**src/rtl/gf16_pkg.sv**
```systemverilog
// Shared types and helpers for the GF(2^4) inverter arbiter.
// Widths are sized for the largest legal requester count (8).
package gf16_pkg;

  localparam int GF16_W    = 4;
  localparam int N_REQ_MAX = 8;
  localparam int ID_MAX_W  = 3;

  typedef struct packed {
    logic                vld;
    logic [ID_MAX_W-1:0] id;
    logic [GF16_W-1:0]   dat;
  } gf16_entry_t;

  typedef struct packed {
    logic                hit;
    logic [ID_MAX_W-1:0] idx;
  } rr_pick_t;

  // Unused requester bits must be zero: searching modulo 8 then visits the
  // populated bits in the same order as searching modulo N_REQ.
  function automatic rr_pick_t rr_pick(input logic [N_REQ_MAX-1:0] valid,
                                       input logic [ID_MAX_W-1:0]  last);
    rr_pick_t            res;
    logic [ID_MAX_W-1:0] cand;
    res = '0;
    for (int k = N_REQ_MAX; k >= 1; k--) begin
      cand = last + ID_MAX_W'(k);
      if (valid[cand]) begin
        res.hit = 1'b1;
        res.idx = cand;
      end
    end
    return res;
  endfunction

endpackage

```
**src/rtl/gf16_inv_arbiter_if.sv**
```systemverilog
// Request/response bundle between N_REQ requesters and the shared inverter.
// master = requester side, slave = arbiter side.
interface gf16_inv_arbiter_if
  import gf16_pkg::*;
#(
  parameter int N_REQ = 4
);
  localparam int ID_W = $clog2(N_REQ);

  logic                      hold;
  logic [N_REQ-1:0]          req_valid;
  logic [GF16_W*N_REQ-1:0]   req_data;
  logic [N_REQ-1:0]          req_ready;
  logic [N_REQ-1:0]          rsp_valid;
  logic [GF16_W-1:0]         rsp_data;
  logic [ID_W-1:0]           rsp_id;
  logic                      busy;

  modport master (
    output hold, req_valid, req_data,
    input  req_ready, rsp_valid, rsp_data, rsp_id, busy
  );

  modport slave (
    input  hold, req_valid, req_data,
    output req_ready, rsp_valid, rsp_data, rsp_id, busy
  );

endinterface

```
**src/rtl/gf16_inv_core.sv**
```systemverilog
// Combinational GF(2^4) inverse (0 -> 0) in the x^4+x+1 polynomial basis,
// computed through the tower GF((2^2)^2) with Y^2+Y+w over GF(4)=GF(2)[w]/(w^2+w+1).
module gf16_inv_core
  import gf16_pkg::*;
(
  input  logic [GF16_W-1:0] x_i,
  output logic [GF16_W-1:0] y_o
);

  // Row i (bits [4i+3:4i]) is the parity mask for output bit i; x maps to Y.
  localparam logic [15:0] TO_TOWER   = {4'b1000, 4'b1110, 4'b1100, 4'b0001};
  localparam logic [15:0] FROM_TOWER = {4'b1000, 4'b1010, 4'b0110, 4'b0001};

  function automatic logic [3:0] mat4(input logic [15:0] m, input logic [3:0] v);
    logic [3:0] r;
    for (int i = 0; i < 4; i++) r[i] = ^(m[4*i +: 4] & v);
    return r;
  endfunction

  function automatic logic [1:0] gf4_mul(input logic [1:0] p, input logic [1:0] q);
    return {(p[1] & q[1]) ^ (p[1] & q[0]) ^ (p[0] & q[1]),
            (p[1] & q[1]) ^ (p[0] & q[0])};
  endfunction

  function automatic logic [1:0] gf4_sq(input logic [1:0] p);
    return {p[1], p[1] ^ p[0]};
  endfunction

  function automatic logic [1:0] gf4_mul_lam(input logic [1:0] p);
    return {p[1] ^ p[0], p[1]};
  endfunction

  logic [3:0] tw;
  logic [1:0] hi, lo, delta, dinv, inv_hi, inv_lo;

  always_comb begin
    tw     = mat4(TO_TOWER, x_i);
    hi     = tw[3:2];
    lo     = tw[1:0];
    delta  = gf4_mul_lam(gf4_sq(hi)) ^ gf4_mul(hi, lo) ^ gf4_sq(lo);
    // In GF(4) the inverse is the square, and 0 stays 0.
    dinv   = gf4_sq(delta);
    inv_hi = gf4_mul(hi, dinv);
    inv_lo = gf4_mul(hi ^ lo, dinv);
    y_o    = mat4(FROM_TOWER, {inv_hi, inv_lo});
  end

endmodule

```
**src/rtl/gf16_inv_arbiter.sv**
```systemverilog
// Round-robin arbiter feeding one shared GF(2^4) inverter through a LAT-cycle
// pipeline; responses carry the requester id, hold freezes everything.
module gf16_inv_arbiter
  import gf16_pkg::*;
#(
  parameter int N_REQ = 4,
  parameter int LAT   = 2
)(
  input  logic               clk,
  input  logic               rst,
  gf16_inv_arbiter_if.slave  bus
);

  localparam int ID_W = $clog2(N_REQ);

  logic [ID_W-1:0]   last_q, last_d;
  rr_pick_t          pick;
  logic [N_REQ-1:0]  grant;
  logic [GF16_W-1:0] op_dat;
  logic              hs;
  gf16_entry_t       pipe_q [LAT];
  gf16_entry_t       pipe_d [LAT];
  gf16_entry_t       fin;
  logic [GF16_W-1:0] inv_dat;
  logic [N_REQ-1:0]  rsp_vld;
  logic              busy;

  always_comb begin
    pick   = rr_pick(N_REQ_MAX'(bus.req_valid), ID_MAX_W'(last_q));
    grant  = '0;
    op_dat = '0;
    for (int i = 0; i < N_REQ; i++) begin
      if (!bus.hold && pick.hit && pick.idx == ID_MAX_W'(i)) begin
        grant[i] = 1'b1;
        op_dat   = bus.req_data[GF16_W*i +: GF16_W];
      end
    end
    hs     = |grant;
    last_d = hs ? pick.idx[ID_W-1:0] : last_q;
  end

  assign bus.req_ready = grant;

  gf16_inv_core u_inv (
    .x_i (pipe_q[0].dat),
    .y_o (inv_dat)
  );

  // Stage 0 holds the operand; every later stage holds the inverse.
  always_comb begin
    pipe_d[0]     = '0;
    pipe_d[0].vld = hs;
    if (hs) begin
      pipe_d[0].id  = pick.idx;
      pipe_d[0].dat = op_dat;
    end
    for (int k = 1; k < LAT; k++) begin
      pipe_d[k] = pipe_q[k-1];
      if (k == 1) pipe_d[k].dat = inv_dat;
    end
  end

  always_ff @(posedge clk or posedge rst) begin
    if (rst) begin
      last_q <= ID_W'(N_REQ - 1);
      for (int k = 0; k < LAT; k++) pipe_q[k] <= '0;
    end else if (!bus.hold) begin
      last_q <= last_d;
      for (int k = 0; k < LAT; k++) pipe_q[k] <= pipe_d[k];
    end
  end

  always_comb begin
    fin = pipe_q[LAT-1];
    if (LAT == 1) fin.dat = inv_dat;
  end

  always_comb begin
    rsp_vld = '0;
    busy    = 1'b0;
    for (int i = 0; i < N_REQ; i++)
      rsp_vld[i] = fin.vld && !bus.hold && fin.id == ID_MAX_W'(i);
    for (int k = 0; k < LAT; k++)
      busy = busy | pipe_q[k].vld;
  end

  assign bus.rsp_valid = rsp_vld;
  assign bus.rsp_data  = fin.dat;
  assign bus.rsp_id    = fin.id[ID_W-1:0];
  assign bus.busy      = busy;

endmodule

```
**src/flat_wrapper.sv**
```systemverilog
// flat-port wrapper written by rule: the top's interface ports become plain ports
module gf16_inv_arbiter_flat import gf16_pkg::*;
#(
  parameter int N_REQ = 4,
  parameter int LAT   = 2
)
  (clk, rst, bus_hold, bus_req_valid, bus_req_data, bus_req_ready, bus_rsp_valid, bus_rsp_data, bus_rsp_id, bus_busy);
  gf16_inv_arbiter_if #(.N_REQ(N_REQ)) bus_i ();
  input  logic clk;
  input  logic rst;
  input wire logic [$bits(bus_i.hold)-1:0] bus_hold;
  input wire logic [$bits(bus_i.req_valid)-1:0] bus_req_valid;
  input wire logic [$bits(bus_i.req_data)-1:0] bus_req_data;
  output wire logic [$bits(bus_i.req_ready)-1:0] bus_req_ready;
  output wire logic [$bits(bus_i.rsp_valid)-1:0] bus_rsp_valid;
  output wire logic [$bits(bus_i.rsp_data)-1:0] bus_rsp_data;
  output wire logic [$bits(bus_i.rsp_id)-1:0] bus_rsp_id;
  output wire logic [$bits(bus_i.busy)-1:0] bus_busy;
  assign bus_i.hold = bus_hold;
  assign bus_i.req_valid = bus_req_valid;
  assign bus_i.req_data = bus_req_data;
  assign bus_req_ready = bus_i.req_ready;
  assign bus_rsp_valid = bus_i.rsp_valid;
  assign bus_rsp_data = bus_i.rsp_data;
  assign bus_rsp_id = bus_i.rsp_id;
  assign bus_busy = bus_i.busy;
  gf16_inv_arbiter #(.N_REQ(N_REQ), .LAT(LAT)) u_core (.clk(clk), .rst(rst), .bus(bus_i));
endmodule
```
**config.mk**
```make
export PLATFORM = sky130hd
export DESIGN_NAME = gf16_inv_arbiter_flat
export DESIGN_NICKNAME = d
export VERILOG_FILES = /design/src/rtl/gf16_pkg.sv /design/src/rtl/gf16_inv_arbiter_if.sv /design/src/rtl/gf16_inv_core.sv /design/src/rtl/gf16_inv_arbiter.sv /design/src/flat_wrapper.sv
export SDC_FILE = /design/constraint.sdc
export NUM_CORES = 1
export LEC_CHECK = 0
export CORE_MARGIN = 2
export CORE_UTILIZATION = 50
export CTS_CLUSTER_SIZE = 10
export DETAILED_ROUTE_END_ITERATION = 7
export MAX_ROUTING_LAYER = met4
export PLACE_DENSITY = 0.81
export SLEW_MARGIN = 0
export SYNTH_ARGS = -nofsm -noshare
export SYNTH_HDL_FRONTEND = slang
export SYNTH_SLANG_ARGS = --single-unit
```
**constraint.sdc**
```tcl
create_clock -name clk -period 3.4 [get_ports clk]
set_input_delay 0.51 -clock clk [delete_from_list [all_inputs] [get_ports clk]]
set_output_delay 0.51 -clock clk [all_outputs]
set_load 0.01 [all_outputs]
```
==> results of run 1 <==
## worst paths after layout
path / from / end / slack [ns]
max: u_core.last_q[0]$_DFFE_PP1P_ / bus_req_ready[0] / 0.14
min: u_core.bus.rsp_data[2]$_DFFE_PP0N_ / u_core.bus.rsp_data[2]$_DFFE_PP0N_ / 0.49
max reg2reg: u_core.pipe_q[11]$_DFFE_PP0N_ / u_core.bus.rsp_data[3]$_DFFE_PP0N_ / 0.32
min reg2reg: u_core.bus.rsp_data[2]$_DFFE_PP0N_ / u_core.bus.rsp_data[2]$_DFFE_PP0N_ / 0.49
max in group asynchronous: rst / u_core.pipe_d[4]$_DFFE_PP0N_ / 2.39
min in group asynchronous: rst / u_core.bus.rsp_data[1]$_DFFE_PP0N_ / 0.60
## repair_timing
action / CTS / global route
gates resized for setup: 8 / 10
pin swaps: 1 / 3
endpoints found under the setup margin: 4 / 2
setup buffers: 2 / 5
hold buffers: 0 / 0
## metal layers
layer | up-vias | part of all wire | wire length [um] | GRT usage
li1 | 718 | - | - | -
met1 | 726 | 0.41 | 1610 | 0.271
met2 | 38 | 0.56 | 2160 | 0.422
met3 | 2 | 0.026 | 103 | 0.0152
met4 | 0 | 0.0039 | 15 | 0.105
met5 | - | 0 | 0 | -
## per-stage QoR
stage,area (um2),cells
CTS,2090,253
floorplan,1560,171
detailed placement,2030,247
global route,2150,258
finish,2150,258
global placement,2030,247
## kinds of logic after synthesis
family,synth area share
compound gates,0.211
xor+xnor,0.0737
fa+ha+maj,0.0401
buf+inv,0.106
flops,0.290
mux,0.131
simple gates,0.149
## sequential cells by signal, indices dropped and copies added, names as in the netlist
register / flops
u_core.fin: 2
u_core.bus.rsp_id: 2
u_core.last_q: 2
u_core.bus.rsp_data: 4
u_core.pipe_q: 4
u_core.pipe_d: 4
## placed cells by master, fill, tap and decap left out, types with 2 or more instances in the layout
cell / count
nor4_1: 2
nor2_1: 8
nor3b_1: 2
o21ai_0: 8
xnor2_1: 4
xor2_1: 4
clkdlybuf4s50_1: 33
dfstp_2: 2
o211ai_2: 4
nor3_1: 2
dfrtp_1: 16
clkbuf_2: 2
mux2i_1: 8
or2_2: 2
xnor3_1: 2
buf_4: 27
mux4_2: 2
o2bb2ai_1: 4
inv_1: 16
o31ai_1: 5
ha_1: 4
a211oi_2: 3
clkbuf_4: 3
mux2_2: 7
a21oi_1: 5
nor3_2: 2
nand2_1: 22
## cell type report
cell class,instances,share of cell area
Tap cell,33,0.0192
Timing Repair Buffer,65,0.267
Inverter,16,0.0279
Multi-Input combinational cell,122,0.463
Clock buffer,4,0.0122
Sequential cell,18,0.210
## worst max-delay path, stage by stage, from the launching register on
cell	delay [ns]
dfstp_2	0.56
inv_1	0.08
ha_4	0.32
mux4_2	0.37
a22oi_2	0.23
a221oi_2	0.09
or3_4	0.40
nor2_1	0.13
dlygate4sd2_1	0.28
==> metrics.md, run 1 <==
| Metric | Value |
|---|---|
| Top-count cell post-synth | nand2_1 |
| Die Wd | 59.9 um |
| Io pins | 38 |
| Max-cap violations | 0 |
| Post-route ant nets | 0 |
| Maximum clock frequency | 307 MHz |
| Crit path arrival time | 2.75 ns |
| Status | finished clean |
| Slew Viols, Final | 0 |
| Port bufs | 37 |
| Wire per inst | 15.1 um |
| Top cell type by total area after synthesis | dfrtp_1 |
| Fraction of registers with async set/reset | 1.00 |
| Endpoints failing setup | 0 |
| Vias per std cell | 5.75 |
| RePlAce Congestion | 0.906 |
| Area of the multi-input gates | 996 um2 |
| Core area | 3000 um2 |
| Clock sinks | 18 |
| Setup WS post-layout | 0.141 ns |
| Setup CP Type | reg2out |
| Total track usage | 0.237 |
| Routed WL | 3.89 mm |
| Sequential Area | 453 um2 |
| Worst-case reg-to-reg path depth | 9 |
| Average size of a mapped cell | 9.13 um2 |
| Clock slew at reported path FFs | 0.09 ns |
| Ant diodes | 0 |
| Slew headroom | 0.575 |
| Crit Path Max Fanout | 6 |
| #FFs+latches synth | 18 |
| RSZ-0062 raised after global routing | no |
| Cts bufs inserted | 3 |
| Yosys top cell area share | 0.256 |
| Initial Util | 0.520 |
| Clock root buffer | clkbuf_4 |
| Layout cells sized above 1 | 0.276 |
| FILL cells | 213 |
| Post-synth cell types | 49 |
| Initial antenna violation count | 0 |
| Sequential element share of the synthesized area | 0.290 |
| Required @ worst endpoint | 2.89 ns |
| Syn nets | 199 |
| Iteration-0 DRC Markers | 76 |
| Post-synth top cells | nand2_1, dfrtp_1, inv_1 |
| DRC | 0 |
| Pin count of the biggest net entering global routing | 22 |
| Die Span Y | 59.9 um |
| Post-Syn Area | 1560 um2 |
| Synth top area cells | dfrtp_1, nand2_1, mux2i_1 |
| H-tree Lvls | 1 |
| Clock latency on the worst-skew pair | 0.29 ns |
| # nets final | 254 |
| Vias | 1484 |
| Area grow syn2layout | 37.8% |
| EDFF count, synth | 0 |
| Tcrit/Tclk final | 0.959 |
| Leading register cell type out of synthesis | dfrtp_1 |
| Hold/Removal Path Class | reg2reg |
| Setup Skew | 0.00770 ns |
| WHS | 0.489 ns |
| Worst slew pin tran | 0.636 ns |
| Critical Path Start Type | flip-flop |
| Clk buf depth | 2 |
| Critical path capture point type | output port |
| Synth warnings | 0 |
| DP HPWL | 3.01 mm |
| Rows | 20 |
| Worst slack, placed | -0.105 ns |
| Hold Fails Final Rpt | 0 |
| Die area | 3590 um2 |
| Minimum clock period | 3.26 ns |
| Vias in the first global route | 1490 |
| Finished Core Util | 0.717 |
| Synthesized netlist cell count | 171 |
| Global-route wire length before repair | 6.36 mm |
| Total grt overflow | 0 |
| DRT Pass-1 Iters | 4 |
| Worst hold path depth | 2 |
| Final TNS setup | 0 ns |
| CTS tree | done |
Power of run 1 is not shown: default switching activity piles up to over one toggle a cycle in this logic, so the estimate is an artifact.
==> run 2, diff against run 1 <==
--- a/config.mk
+++ b/config.mk
@@ -11,6 +11,7 @@
 export DETAILED_ROUTE_END_ITERATION = 7
 export MAX_ROUTING_LAYER = met4
 export PLACE_DENSITY = 0.81
+export REMOVE_ABC_BUFFERS = 1
 export SLEW_MARGIN = 0
 export SYNTH_ARGS = -nofsm -noshare
 export SYNTH_HDL_FRONTEND = slang
==> run 2 against run 1 <==
Critical path depth up 2. Register-to-register slack better by 0.05 ns. Sequential cell count unchanged. Critical endpoint is now bus_req_ready[2]. Fmax down 0.47%. Count of clock-buffer cells in the layout unchanged. Utilization down 0.88 points. First-iteration DRC count down 33%. Hold slack better by 0.011 ns. Via count down 1.8%.
==> metrics.md, run 2 (synthesis gave the netlist of run 1 again) <==
| Metric | Value |
|---|---|
| Minimum clock period | 3.27 ns (+0.0154 ns) |
| DP HPWL | 3.28 mm (+9.0%) |
| Initial Util | 0.520 (unchanged) |
| Maximum clock frequency | 305 MHz (-0.47%) |
| Commonest non-fill, non-tap cells in the layout | clkdlybuf4s50_1, nand2_1, buf_4 |
| Core area | 3000 um2 (unchanged) |
| Die Span Y | 59.9 um (unchanged) |
| Cts bufs inserted | 3 (unchanged) |
| GR peak layer | met2 |
| Endpoints failing setup | 0 (unchanged) |
| Met2 Track Usage GR | 0.475 (+0.0528) |
| Clock slew at reported path FFs | 0.11 ns (+0.02 ns) |
| Finished Core Util | 0.708 (-0.00875) |
| Crit path arrival time | 2.76 ns (about the same) |
| Tcrit/Tclk final | 0.963 (+0.00453) |
| Min-delay src | u_core.pipe_d[4]$_DFFE_PP0N_ |
| H-tree Lvls | 1 (unchanged) |
| Vias | 1457 (-1.8%) |
| Clock root buffer | clkbuf_4 |
| Global-route wire length before repair | 6.68 mm (+5.0%) |
| Setup Skew | 0.00258 ns (-0.00512 ns) |
| Required @ worst endpoint | 2.89 ns (about the same) |
| Pin count of the biggest net entering global routing | 19 (-14%) |
| Grt met3 use | 0.0325 (+0.0173) |
| Max-cap violations | 0 (unchanged) |
| Slew Viols, Final | 0 (unchanged) |
| # nets final | 248 (-2.4%) |
| Ant diodes | 0 (unchanged) |
| Hold Fails Final Rpt | 0 (unchanged) |
| Hold/Removal Path Class | reg2reg |
| R2R Path Start | u_core.pipe_q[11]$_DFFE_PP0N_ |
| Die Wd | 59.9 um (unchanged) |
| Status | finished clean |
| Port bufs | 37 (unchanged) |
| Clk buf depth | 2 (unchanged) |
| Critical Path Start Type | flip-flop |
| Slew headroom | 0.546 (-0.0290) |
| Layout cells sized above 1 | 0.251 (-0.0244) |
| Area grow syn2layout | 36.1% |
| Die area | 3590 um2 (unchanged) |
| Io pins | 38 (unchanged) |
| Total track usage | 0.255 (+0.0182) |
| Rows | 20 (unchanged) |
| Post-route ant nets | 0 (unchanged) |
| DRC | 0 (unchanged) |
| Hold buffer count at CTS | 0 (unchanged) |
| DRT Pass-1 Iters | 4 (unchanged) |
| Total grt overflow | 0 (unchanged) |
| Vias per std cell | 5.78 (+0.52%) |
| Clock latency on the worst-skew pair | 0.30 ns (about the same) |
| Vias in the first global route | 1500 (+0.67%) |
| Iteration-0 DRC Markers | 51 (-33%) |
| Leading cell type in the layout, fill and taps excluded | clkdlybuf4s50_1 |
| CTS tree | done |
| Critical path capture point type | output port |
| Worst slew pin tran | 0.680 ns (+0.0435 ns) |
| Setup CP Type | reg2out |
| Routed WL | 4.15 mm (+6.5%) |
| Wire per inst | 16.4 um (+9.1%) |
| RePlAce Congestion | 0.882 (-2.7%) |
| Initial antenna violation count | 0 (unchanged) |
| Clock sinks | 18 (unchanged) |
| Crit Path Max Fanout | 7 (+1) |
| Met1 usage | 0.270 (-0.000988) |
| Critical path startpoint | u_core.last_q[0]$_DFFE_PP1P_ |
| FILL cells | 240 (+13%) |
==> run 2: cell type report <==
class / instances / area [um2] / share of cell area
timing repair buffer: 59 / 542 / 0.255
inverter: 16 / 60.1 / 0.0283
clock buffer: 4 / 36.3 / 0.0171
multi-input combinational: 122 / 993 / 0.467
sequential: 18 / 453 / 0.213
tap: 33 / 41.3 / 0.0194
==> run 2: what timing repair did <==
| action | CTS | global route |
|---|---|---|
| pin swaps | 2 | 2 |
| endpoints found under the setup margin | 4 | 3 |
| hold endpoints to repair | 0 | 0 |
| buffers inserted | 0 | 1 |
| gates resized for setup | 6 | 8 |
| cloned | 0 | 0 |
==> run 2: worst paths after layout <==
kind	to	slack [ns]	cells after the start
max	bus_req_ready[2]	0.13	10
min	u_core.pipe_d[4]$_DFFE_PP0N_	0.50	2
max reg2reg	u_core.bus.rsp_data[3]$_DFFE_PP0N_	0.37	9
min reg2reg	u_core.pipe_d[4]$_DFFE_PP0N_	0.50	2
max in group asynchronous	u_core.pipe_q[11]$_DFFE_PP0N_	2.37	2
min in group asynchronous	u_core.fin[7]$_DFFE_PP0N_	0.60	2
==> run 2: critical path, stage by stage (launching register included) <==
cell           delay (ns)
dfstp_2              0.56
inv_1                0.08
ha_4                 0.34
mux4_2               0.36
buf_4                0.16
a211oi_2             0.18
a211oi_2             0.08
o32ai_2              0.18
nand2_2              0.12
nor2_1               0.13
dlygate4sd2_1        0.28
==> run 2: layer usage <==
| layer | vias to the layer above | part of all wire |
|---|---|---|
| li1 | 700 | - |
| met1 | 704 | 0.38 |
| met2 | 41 | 0.56 |
| met3 | 12 | 0.030 |
| met4 | 0 | 0.022 |
| met5 | - | 0 |
==> run 2: per-stage QoR <==
step           TNS [ns]  instances  area [um2]  hold WS, ns  setup slack (ns)
5_1_grt        -0.00303        252        2130        0.533          -0.00303
2_1_floorplan         0        156        1460        0.445             0.187
3_5_place_dp     -0.480        247        2030        0.480            -0.160
6_report              0        252        2130        0.500             0.125
4_1_cts          -0.189        251        2080        0.505            -0.116
3_3_place_gp    -0.0742        247        2030        0.458           -0.0381
Power of run 2 is left out for the same reason.
==> run 3, diff against run 2 <==
--- a/config.mk
+++ b/config.mk
@@ -5,6 +5,7 @@
 export SDC_FILE = /design/constraint.sdc
 export NUM_CORES = 1
 export LEC_CHECK = 0
+export CORE_ASPECT_RATIO = 0.8
 export CORE_MARGIN = 2
 export CORE_UTILIZATION = 50
 export CTS_CLUSTER_SIZE = 10
==> run 3 against run 2 <==
Count of clock-buffer cells in the layout unchanged. Sequential share of layout area grew 0.20 points. Clock skew up 0.0016 ns. Utilization is 1.5 points lower. Fmax increased by 1.9%. Die area hardly changed. Register-to-register slack about the same. Setup slack better by 0.060 ns. Design area shrank 0.94%. Routed wire length is 10% lower. Critical path depth down 1. Largest cell class unchanged.
==> metrics.md, run 3 (synthesis gave the netlist of run 1 again) <==
| Metric | Value |
|---|---|
| Die area | 3590 um2 (about the same) |
| DP HPWL | 2.93 mm (-10%) |
| Post-route ant nets | 0 (unchanged) |
| Core area | 3040 um2 (+1.3%) |
| Endpoints failing setup | 0 (unchanged) |
| Rows | 18 (-10%) |
| Layout cells sized above 1 | 0.225 (-0.0264) |
| Hold buffer count at CTS | 0 (unchanged) |
| Status | finished clean |
| Initial Util | 0.514 (-0.00642) |
| Clock root buffer | clkbuf_8 |
| Setup WS post-layout | 0.185 ns (+0.0597 ns) |
| Worst-case reg-to-reg path depth | 9 (unchanged) |
| Global-route wire length before repair | 6.31 mm (-5.6%) |
| Pin count of the biggest net entering global routing | 19 (unchanged) |
| Endpoint of the worst-slack reg-to-reg timing path | u_core.bus.rsp_data[3]$_DFFE_PP0N_ |
| Required @ worst endpoint | 2.89 ns (about the same) |
| Area grow syn2layout | 34.9% |
| Slew headroom | 0.551 (+0.00426) |
| H-tree Lvls | 1 (unchanged) |
| DRC | 0 (unchanged) |
| Clock latency on the worst-skew pair | 0.25 ns (-0.05 ns) |
| Clk buf depth | 2 (unchanged) |
| Maximum clock frequency | 311 MHz (+1.9%) |
| Leading cell type in the layout, fill and taps excluded | clkdlybuf4s50_1 |
| Setup CP Type | reg2out |
| Vias per std cell | 5.66 (-2.2%) |
| Min-delay src | u_core.bus.rsp_data[2]$_DFFE_PP0N_ |
| RePlAce Congestion | 0.955 (+8.3%) |
| Hold/Removal Path Class | reg2reg |
| Hold Fails Final Rpt | 0 (unchanged) |
| Vias | 1459 (+0.14%) |
| FF-to-FF setup slack | 0.38 ns (about the same) |
| # nets final | 247 (-0.40%) |
| Hold endpoint | u_core.bus.rsp_data[2]$_DFFE_PP0N_ |
| Commonest non-fill, non-tap cells in the layout | clkdlybuf4s50_1, nand2_1, buf_4 |
| Die Span Y | 54.0 um (-9.9%) |
| R2R Path Start | u_core.pipe_q[11]$_DFFE_PP0N_ |
| Vias in the first global route | 1421 (-5.3%) |
| Max-cap violations | 0 (unchanged) |
| Clock sinks | 18 (unchanged) |
| Die Wd | 66.5 um (+11%) |
| Clock slew at reported path FFs | 0.07 ns (-0.04 ns) |
| Worst slew pin tran | 0.673 ns (-0.00639 ns) |
| Tcrit/Tclk final | 0.946 (-0.0175) |
| Io pins | 38 (unchanged) |
| Cts bufs inserted | 3 (unchanged) |
| DRT Pass-1 Iters | 4 (unchanged) |
| CTS tree | done |
| Setup Skew | 0.00420 ns (+0.00162 ns) |
| Crit Path Max Fanout | 8 (+1) |
| Routed WL | 3.72 mm (-10%) |
| Crit path arrival time | 2.70 ns (-0.06 ns) |
| Initial antenna violation count | 0 (unchanged) |
| Critical Path Start Type | flip-flop |
| Ant diodes | 0 (unchanged) |
| Wire per inst | 14.4 um (-12%) |
| Worst slack, placed | -0.0560 ns (+0.104 ns) |
| Critical path capture point type | output port |
| RSZ-0062 raised after global routing | no |
| Iteration-0 DRC Markers | 96 (+88%) |
| Minimum clock period | 3.21 ns (-0.0597 ns) |
| Total track usage | 0.235 (-0.0202) |
| Port bufs | 37 (unchanged) |
| Total grt overflow | 0 (unchanged) |
| Worst hold path depth | 2 (unchanged) |
| Slew Viols, Final | 0 (unchanged) |
-- run 3: final cells by class --
class	instances	area, um2
sequential	18	453
clock buffer	4	55.1
fill	243	935
inverter	16	60.1
multi-input combinational	122	965
tap	40	50.0
timing repair buffer	58	523
-- run 3: worst max-delay path, stage by stage, from the launching register on --
cell and delay (ns):
dfstp_2 0.53, inv_1 0.08, ha_4 0.33, mux4_2 0.35
a22oi_2 0.22, a221oi_2 0.09, or3_4 0.34, buf_4 0.15
nor2_1 0.08, dlygate4sd2_1 0.27
-- run 3: repair_timing --
action                     in CTS  in global routing
resized for setup               8                  0
setup buffers                   1                  0
setup endpoints to repair       4                  0
-- run 3: routing by layer --
layer	routed length (um)	track usage	part of all wire
met1	1670	0.295	0.45
met2	1760	0.408	0.47
met3	242	0.0314	0.065
met4	47	0.0544	0.013
met5	0	-	0
-- run 3: worst max path at each step --
stage,end,startpoint,cells after the start
after CTS,bus_req_ready[2],u_core.last_q[0]$_DFFE_PP1P_,9
final,bus_req_ready[2],u_core.last_q[0]$_DFFE_PP1P_,9
after global routing,bus_req_ready[0],u_core.last_q[0]$_DFFE_PP1P_,10
after detailed placement,bus_req_ready[3],bus_req_valid[2],8
after floorplan,bus_req_ready[1],u_core.last_q[0]$_DFFE_PP1P_,8
after global placement,bus_req_ready[3],bus_req_valid[2],8
-- run 3: stage by stage --
stage / instances / setup TNS (ns) / instance area [um2] / utilization / hold WS (ns)
after detailed placement: 253 / -0.172 / 2030 / 0.667 / 0.472
final: 258 / 0 / 2110 / 0.693 / 0.484
after global placement: 253 / -0.0314 / 2030 / 0.667 / 0.467
after CTS: 258 / 0 / 2110 / 0.693 / 0.489
after floorplan: 156 / 0 / 1460 / - / 0.445
after global routing: 258 / 0 / 2110 / 0.693 / 0.509
Power of run 3 is left out for the same reason.
